### src/rtl/npu_pkg.sv
// Shared definitions for the NPU datapath: pixel width, 3x3 window packing
// and the window generator's state encoding.
package npu_pkg;

    localparam int DATA_W   = 8;
    localparam int WIN_TAPS = 9;
    localparam int WIN_W    = WIN_TAPS * DATA_W;

    // Tap indices within a window; tap i sits at bits [(WIN_TAPS-1-i)*DATA_W +: DATA_W]
    localparam int TAP_OLDEST = 0;
    localparam int TAP_CENTER = 4;
    localparam int TAP_NEWEST = 8;

    typedef enum logic {
        S_FILL = 1'b0,
        S_RUN  = 1'b1
    } win_state_t;

endpackage

### src/rtl/line_buffer.sv
// Enable-gated delay line: dout is the value presented on din DEPTH enabled
// cycles ago. Contents are not cleared by reset; they only freeze while it is held.
module line_buffer #(
    parameter int DEPTH  = 10,
    parameter int DATA_W = 8
) (
    input  logic              clk,
    input  logic              reset,
    input  logic              en,
    input  logic [DATA_W-1:0] din,
    output logic [DATA_W-1:0] dout
);

    logic [DATA_W-1:0] mem_q [DEPTH];
    logic [DATA_W-1:0] mem_d [DEPTH];

    // Shift every entry one place toward the output when enabled
    always_comb begin
        mem_d = mem_q;
        if (en) begin
            mem_d[0] = din;
            for (int i = 1; i < DEPTH; i++) begin
                mem_d[i] = mem_q[i-1];
            end
        end
    end

    // Storage register; held unchanged while reset is asserted
    always_ff @(posedge clk) begin
        if (!reset) begin
            mem_q <= mem_d;
        end
    end

    assign dout = mem_q[DEPTH-1];

endmodule

### src/rtl/conv_window_gen.sv
// Raster-stream to 3x3 window generator (valid convolution, stride 1).
// Two line buffers supply the rows above the incoming pixel; a 3x3 register
// window shifts left on every accepted pixel and is published once both
// window coordinates are at least 2.
module conv_window_gen #(
    parameter int DATA_W = 8,
    parameter int IMG_W  = 10,
    parameter int IMG_H  = 10
) (
    input  logic                clk,
    input  logic                reset,
    input  logic [DATA_W-1:0]   pix_in,
    input  logic                pix_en,
    output logic [9*DATA_W-1:0] win_out,
    output logic                win_en,
    output logic                frame_done
);

    import npu_pkg::*;

    localparam int CW = (IMG_W > 2) ? $clog2(IMG_W) : 2;
    localparam int RW = (IMG_H > 2) ? $clog2(IMG_H) : 2;

    localparam logic [CW-1:0] COL_LAST      = CW'(IMG_W - 1);
    localparam logic [CW-1:0] COL_FIRST_WIN = CW'(2);
    localparam logic [RW-1:0] ROW_LAST      = RW'(IMG_H - 1);
    localparam logic [RW-1:0] ROW_FILL_LAST = RW'(1);

    logic [CW-1:0]         col_cnt_q, col_cnt_d;
    logic [RW-1:0]         row_cnt_q, row_cnt_d;
    win_state_t            state_q, state_d;
    logic [DATA_W-1:0]     win_q [WIN_TAPS];
    logic [DATA_W-1:0]     win_d [WIN_TAPS];
    logic [9*DATA_W-1:0]   win_out_q, win_out_d;
    logic                  win_en_q, win_en_d;
    logic                  frame_done_q, frame_done_d;
    logic [DATA_W-1:0]     lb0_out;
    logic [DATA_W-1:0]     lb1_out;
    logic                  last_col;
    logic                  last_row;

    // lb0 yields the pixel one row above, lb1 the pixel two rows above
    line_buffer #(.DEPTH(IMG_W), .DATA_W(DATA_W)) lb0 (
        .clk   (clk),
        .reset (reset),
        .en    (pix_en),
        .din   (pix_in),
        .dout  (lb0_out)
    );

    line_buffer #(.DEPTH(IMG_W), .DATA_W(DATA_W)) lb1 (
        .clk   (clk),
        .reset (reset),
        .en    (pix_en),
        .din   (lb0_out),
        .dout  (lb1_out)
    );

    // Window shift, raster counters, fill/run state and output publication
    always_comb begin
        col_cnt_d    = col_cnt_q;
        row_cnt_d    = row_cnt_q;
        state_d      = state_q;
        win_d        = win_q;
        win_out_d    = win_out_q;
        win_en_d     = 1'b0;
        frame_done_d = 1'b0;
        last_col     = (col_cnt_q == COL_LAST);
        last_row     = (row_cnt_q == ROW_LAST);

        if (pix_en) begin
            for (int r = 0; r < 3; r++) begin
                win_d[r*3]     = win_q[r*3 + 1];
                win_d[r*3 + 1] = win_q[r*3 + 2];
            end
            win_d[2]          = lb1_out;
            win_d[5]          = lb0_out;
            win_d[TAP_NEWEST] = pix_in;

            if (state_q == S_RUN && col_cnt_q >= COL_FIRST_WIN) begin
                win_en_d     = 1'b1;
                frame_done_d = last_col && last_row;
                for (int i = 0; i < WIN_TAPS; i++) begin
                    win_out_d[(WIN_TAPS-1-i)*DATA_W +: DATA_W] = win_d[i];
                end
            end

            if (last_col) begin
                col_cnt_d = '0;
                row_cnt_d = last_row ? '0 : row_cnt_q + 1'b1;
            end else begin
                col_cnt_d = col_cnt_q + 1'b1;
            end

            case (state_q)
                S_FILL: if (last_col && row_cnt_q == ROW_FILL_LAST) state_d = S_RUN;
                S_RUN:  if (last_col && last_row) state_d = S_FILL;
                default: state_d = S_FILL;
            endcase
        end
    end

    // State registers with synchronous reset; line buffers are deliberately excluded
    always_ff @(posedge clk) begin
        if (reset) begin
            col_cnt_q    <= '0;
            row_cnt_q    <= '0;
            state_q      <= S_FILL;
            win_out_q    <= '0;
            win_en_q     <= 1'b0;
            frame_done_q <= 1'b0;
            for (int i = 0; i < WIN_TAPS; i++) begin
                win_q[i] <= '0;
            end
        end else begin
            col_cnt_q    <= col_cnt_d;
            row_cnt_q    <= row_cnt_d;
            state_q      <= state_d;
            win_out_q    <= win_out_d;
            win_en_q     <= win_en_d;
            frame_done_q <= frame_done_d;
            win_q        <= win_d;
        end
    end

    assign win_out    = win_out_q;
    assign win_en     = win_en_q;
    assign frame_done = frame_done_q;

endmodule

### config.mk
export PLATFORM = sky130hd
export DESIGN_NAME = conv_window_gen
export DESIGN_NICKNAME = d
export VERILOG_FILES = /design/src/rtl/npu_pkg.sv /design/src/rtl/line_buffer.sv /design/src/rtl/conv_window_gen.sv
export SDC_FILE = /design/constraint.sdc
export NUM_CORES = 1
export LEC_CHECK = 0
export CAP_MARGIN = 10
export CELL_PAD_IN_SITES_DETAIL_PLACEMENT = 1
export CELL_PAD_IN_SITES_GLOBAL_PLACEMENT = 1
export CORE_MARGIN = 10
export CORE_UTILIZATION = 48
export CTS_BUF_LIST = sky130_fd_sc_hd__clkbuf_16
export DETAILED_ROUTE_END_ITERATION = 10
export GPL_TIMING_DRIVEN = 0
export PLACE_DENSITY = 0.76
export SYNTH_ARGS = -nofsm -noshare
export SYNTH_HDL_FRONTEND = slang
export SYNTH_HIERARCHICAL = 1
export SYNTH_SLANG_ARGS = --single-unit
export TNS_END_PERCENT = 100
### constraint.sdc
create_clock -name clk -period 3.05 [get_ports clk]
set_input_delay 0.915 -clock clk [delete_from_list [all_inputs] [get_ports clk]]
set_output_delay 0.915 -clock clk [all_outputs]
set_load 0.05 [all_outputs]
; ---- Word level (Yosys, flattened, before mapping)
; Index checks and enable logic that the tools add are counted.
[word_totals]
wordCells = 56
output_inout_bits = 74
regBits = 291
inputBits = 11
[op_classes]
bitwise = 4
add_sub_neg = 2
eq_ne = 3
mux = 6
n_lt_le_gt_ge = 1
n_reduce_logical = 8
[op_table]
columns = operator, n
row1 = $add A4 B1 Y4 const B, 2
row2 = $eq A4 B4 Y1 const B, 2
row3 = $mux W4, 2
row4 = $reduce_and A2 Y1, 3
row5 = $eq A4 B1 Y1 const B, 1
row6 = $ge A4 B2 Y1 const B, 1
row7 = $not A1 Y1, 4
row8 = $logic_and A1 B1 Y1, 3
row9 = $mux W1, 3
row10 = $reduce_or A3 Y1, 1
row11 = $pmux W1 S2, 1
row12 = $reduce_or A2 Y1, 1

; ---- Logic depth before layout (Yosys ltp)
[depth]
word_depth = 4
depth_mapped = 6
depth_no_buf = 3

; ---- Modules after synthesis
; The synthesis kept the hierarchy.
[by_module_without_submodules]
columns = module, seq_area_each_um2, area_per_inst_um2, instances, cells_each
row1 = conv_window_gen, 2622.5, 5176.2, 1, 527
row2 = line_buffer, 2402.3, 2476.1, 2, 89

; ---- Worst setup path before layout
; OpenSTA, ideal clock, no wires.
[synth_path]
path_kind = input-to-reg
startpoint = in pix_en
endpoint = reg lb0.mem_q, in the netlist lb0/dout[0], enable pin
n_path_buf = 0
path_slack_ns = 0.494
required_time_ns = 2.639
cell_stages = 1
setup_ns = 0.411
arrival_ns = 2.145
cell_sequence = nor2b_4
[synth_via]
elab_chain_len = 1
[synth_lines]
columns = item, line
row1 = from (decl), conv_window_gen.sv:13  ; input logic pix_en,
row2 = $reduce_and A2 Y1 (no line), --
row3 = to (signal assigned), line_buffer.sv:31  ; mem_q <= mem_d;
row4 = to (decl), line_buffer.sv:14  ; logic [DATA_W-1:0] mem_q [DEPTH];
; No other way between the ends.
; A chain may end at the register's enable or synchronous reset.

; ---- Final worst setup path
[layout_path]
startpoint = reg win_out_q[33], in the netlist win_out[33]
endpoint = out win_out[33]
[layout_rtl]
columns = item, line
row1 = from (decl), conv_window_gen.sv:34  ; logic [9*DATA_W-1:0] win_out_q, win_out_d;
row2 = from (signal assigned), conv_window_gen.sv:119  ; win_out_q <= win_out_d;
row3 = to (decl), conv_window_gen.sv:14  ; output logic [9*DATA_W-1:0] win_out,
; No word-level cell between the ends.

==> reports/results.ini <==
[sta]
setup_viol=0
worst_pin_slew_ns=0.837
period_needed_ns=2.71
setup_ws_ns=0.339
relSlewSlack=0.442
fin_tns_setup_ns=0
hold_violations=0
fin_crit_sh=0.889
skew_ns=0.0206
rsz0062_at_grt=no
drv_slew=0
fmax_ghz=0.369

[placement]
dp_hpwl_um=14500
placed_cells=1068
place_congestion=0.799
dp_slack_ns=0.0135
place_area_um2=11400
io_buffer_count=84

[synthesis]
synthAdderAreaFrac=0
synth_simple_gate_area_frac=0.107
synth_area_um2=10100
synth-edff-count=160
syn_inst=705
ys_top_cells_by_area=edfxtp_1 47%, dfxtp_1 26%, a21oi_2 5.2%, mux2i_1 4.8%, nand2_2 3.7%
synthXorXnorAreaFrac=0.00173
async_flop_share=0
synth_compound_area_frac=0.0691
synthDistinctLibCells=36
synth-seq-cells=291
syn-num-nets=716
synthMuxAreaShare=0.0484
ys.flop_type=edfxtp_1
synth.avg_cell_area_um2=14.4
synth_warnings=6
ys_seq_area_frac=0.733
yosysTopAreaCellShare=0.474
yosys.area.top_type=edfxtp_1
synth_top_family_by_area=simple AND/OR/NAND/NOR gates

[clocking]
clkTransAtPathRegs_ns=0.06
clock-sinks=291
hold_buffers=0
clock_path_buffers=3
cts-buffers-inserted=29
cts_tree=yes
post_cts_resized=0
cts_max_level=1
root_buffer=clkbuf_16
cts_setup_buffers=0
clk_latency_ns=0.55

[layout]
fillerInstances=1996
area_growth_pct=21.5
drive_gt1_frac=0.247
final_nets=835
final_cell_mix=160 x edfxtp_1, 131 x dfxtp_1, 87 x nand2_1
final_common_cell=edfxtp_1
n_antenna_cell=0
stdcell_area_um2=12300
final_cells=1122

[setup_path]
path_delay_family=buffers and inverters
crit_arrival_ns=1.80
slowest_delay_ns=0.84
worstPathCellList=clkdlybuf4s50_1
rrSetupSlack_ns=1.46
critPathKind=reg -> out
reg2reg_depth=5
end_kind=primary output
cp.required_ns=2.13
reg2reg_from=col_cnt_q[3]
cp_num_buf_inv=1
start_kind=register
cp_max_fo=2
slowest_stage=clkdlybuf4s50_1
r2r-end=win_out[44]

[floorplan]
die-width_um=165
die_y_um=165
io_pins=85
start_util=0.485
dieArea_um2=27300
core_area_um2=20900
fp-row-count=53

[min_path]
min-delay-start=lb0/mem_q[30]
whs_path_depth=0
min_to=lb0/mem_q[22]
min_path_type=reg -> reg

[global_route]
grt_max_degree=39
grt_pass1_wl_um=35000
grt_overflow=0
grt_antenna_before_repair=0
grt_pass1_vias=6271
grtUsageTotal=0.163

[pwr]
vdd_drop_max_mv=0.518
p_leak_nw=4.25
p_per_area_nw_per_um2=645
finalPower_w=0.00794

[job]
max_cap_violations=0

[detailed_routing]
vias_per_cell=5.11
wire_per_inst_um=19.8
routed_wl_um=22200
firstDrtPassIters=4
drtAntennaViolNets=0
drtIter0Drc=257
dr_total_vias=5738
drc_errors=0

[run_status]
outcome=complete, no violations

-- cell families after synthesis --
family / count (synthesis)
muxes: 49
and+or+nand+nor: 221
DFF: 291
buffers and inverters: 56
xor gates and xnor gates: 2
AOI/OAI and AO/OA: 86
-- power by group --
part / internal [W] / switching (W)
clock network: 0.00195 / 0.00146
logic: 0.0000791 / 0.000153
registers: 0.00425 / 0.0000476
-- final cells by class --
class,count,area (um2),share of cell area
Multi-Input combinational cell,358,2290,0.186
Clock inverter,24,165,0.0134
Inverter,1,3.75,0.000305
Sequential cell,291,7430,0.603
Timing Repair Buffer,88,921,0.0748
Buffer,55,410,0.0333
Clock buffer,30,751,0.0610
Tap cell,275,344,0.0280
-- registers in the layout, indices dropped and copies added, names as in the netlist --
register    cells
col_cnt_q       4
state_q         1
win_out        72
lb0/dout        8
lb1/mem_q      72
row_cnt_q       4
lb0/mem_q      72
lb1/dout        8
win_q          48
frame_done      1
win_en          1
-- metrics by stage --
| stage | hold slack [ns] | utilization |
|---|---|---|
| floorplan | 0.400 | - |
| global placement | 0.400 | 0.542 |
| detailed placement | 0.405 | 0.545 |
| CTS | 0.413 | 0.589 |
| global route | 0.423 | 0.589 |
| finish | 0.410 | 0.589 |
-- cell usage after synthesis (2+ instances only) --
library cell and number:
nand2_1 87, mux2i_1 49, o21ai_0 3, buf_12 6, buf_4 20, a21oi_1 16
nor2b_1 3, or4_1 3, buf_2 13, dfxtp_1 131, edfxtp_1 160, nand2b_1 4
clkbuf_1 14, nand2_2 60, nor2_1 53, nor2b_4 2, nand4_1 2, a21oi_2 60
buf_6 2
-- routing by layer --
layer | share of wire | up-vias | track usage
li1 | - | 2678 | -
met1 | 0.40 | 2872 | 0.191
met5 | 0 | - | 0
met2 | 0.51 | 142 | 0.284
met3 | 0.063 | 46 | 0.0407
met4 | 0.028 | 0 | 0.0612
-- worst max-delay path by stage --
| stage | start | slack [ns] | cells past startpoint | endpoint |
|---|---|---|---|---|
| after floorplan | pix_en | 0.49 | 1 | lb0/dout[0] |
| after global placement | reset | -0.60 | 2 | lb0/mem_q[50] |
| after detailed placement | reset | 0.01 | 4 | win_out[27] |
| after CTS | win_out[33] | 0.31 | 1 | win_out[33] |
| after global routing | win_out[26] | 0.30 | 1 | win_out[26] |
| final | win_out[33] | 0.34 | 1 | win_out[33] |
Power figures use the tool's default switching activity.
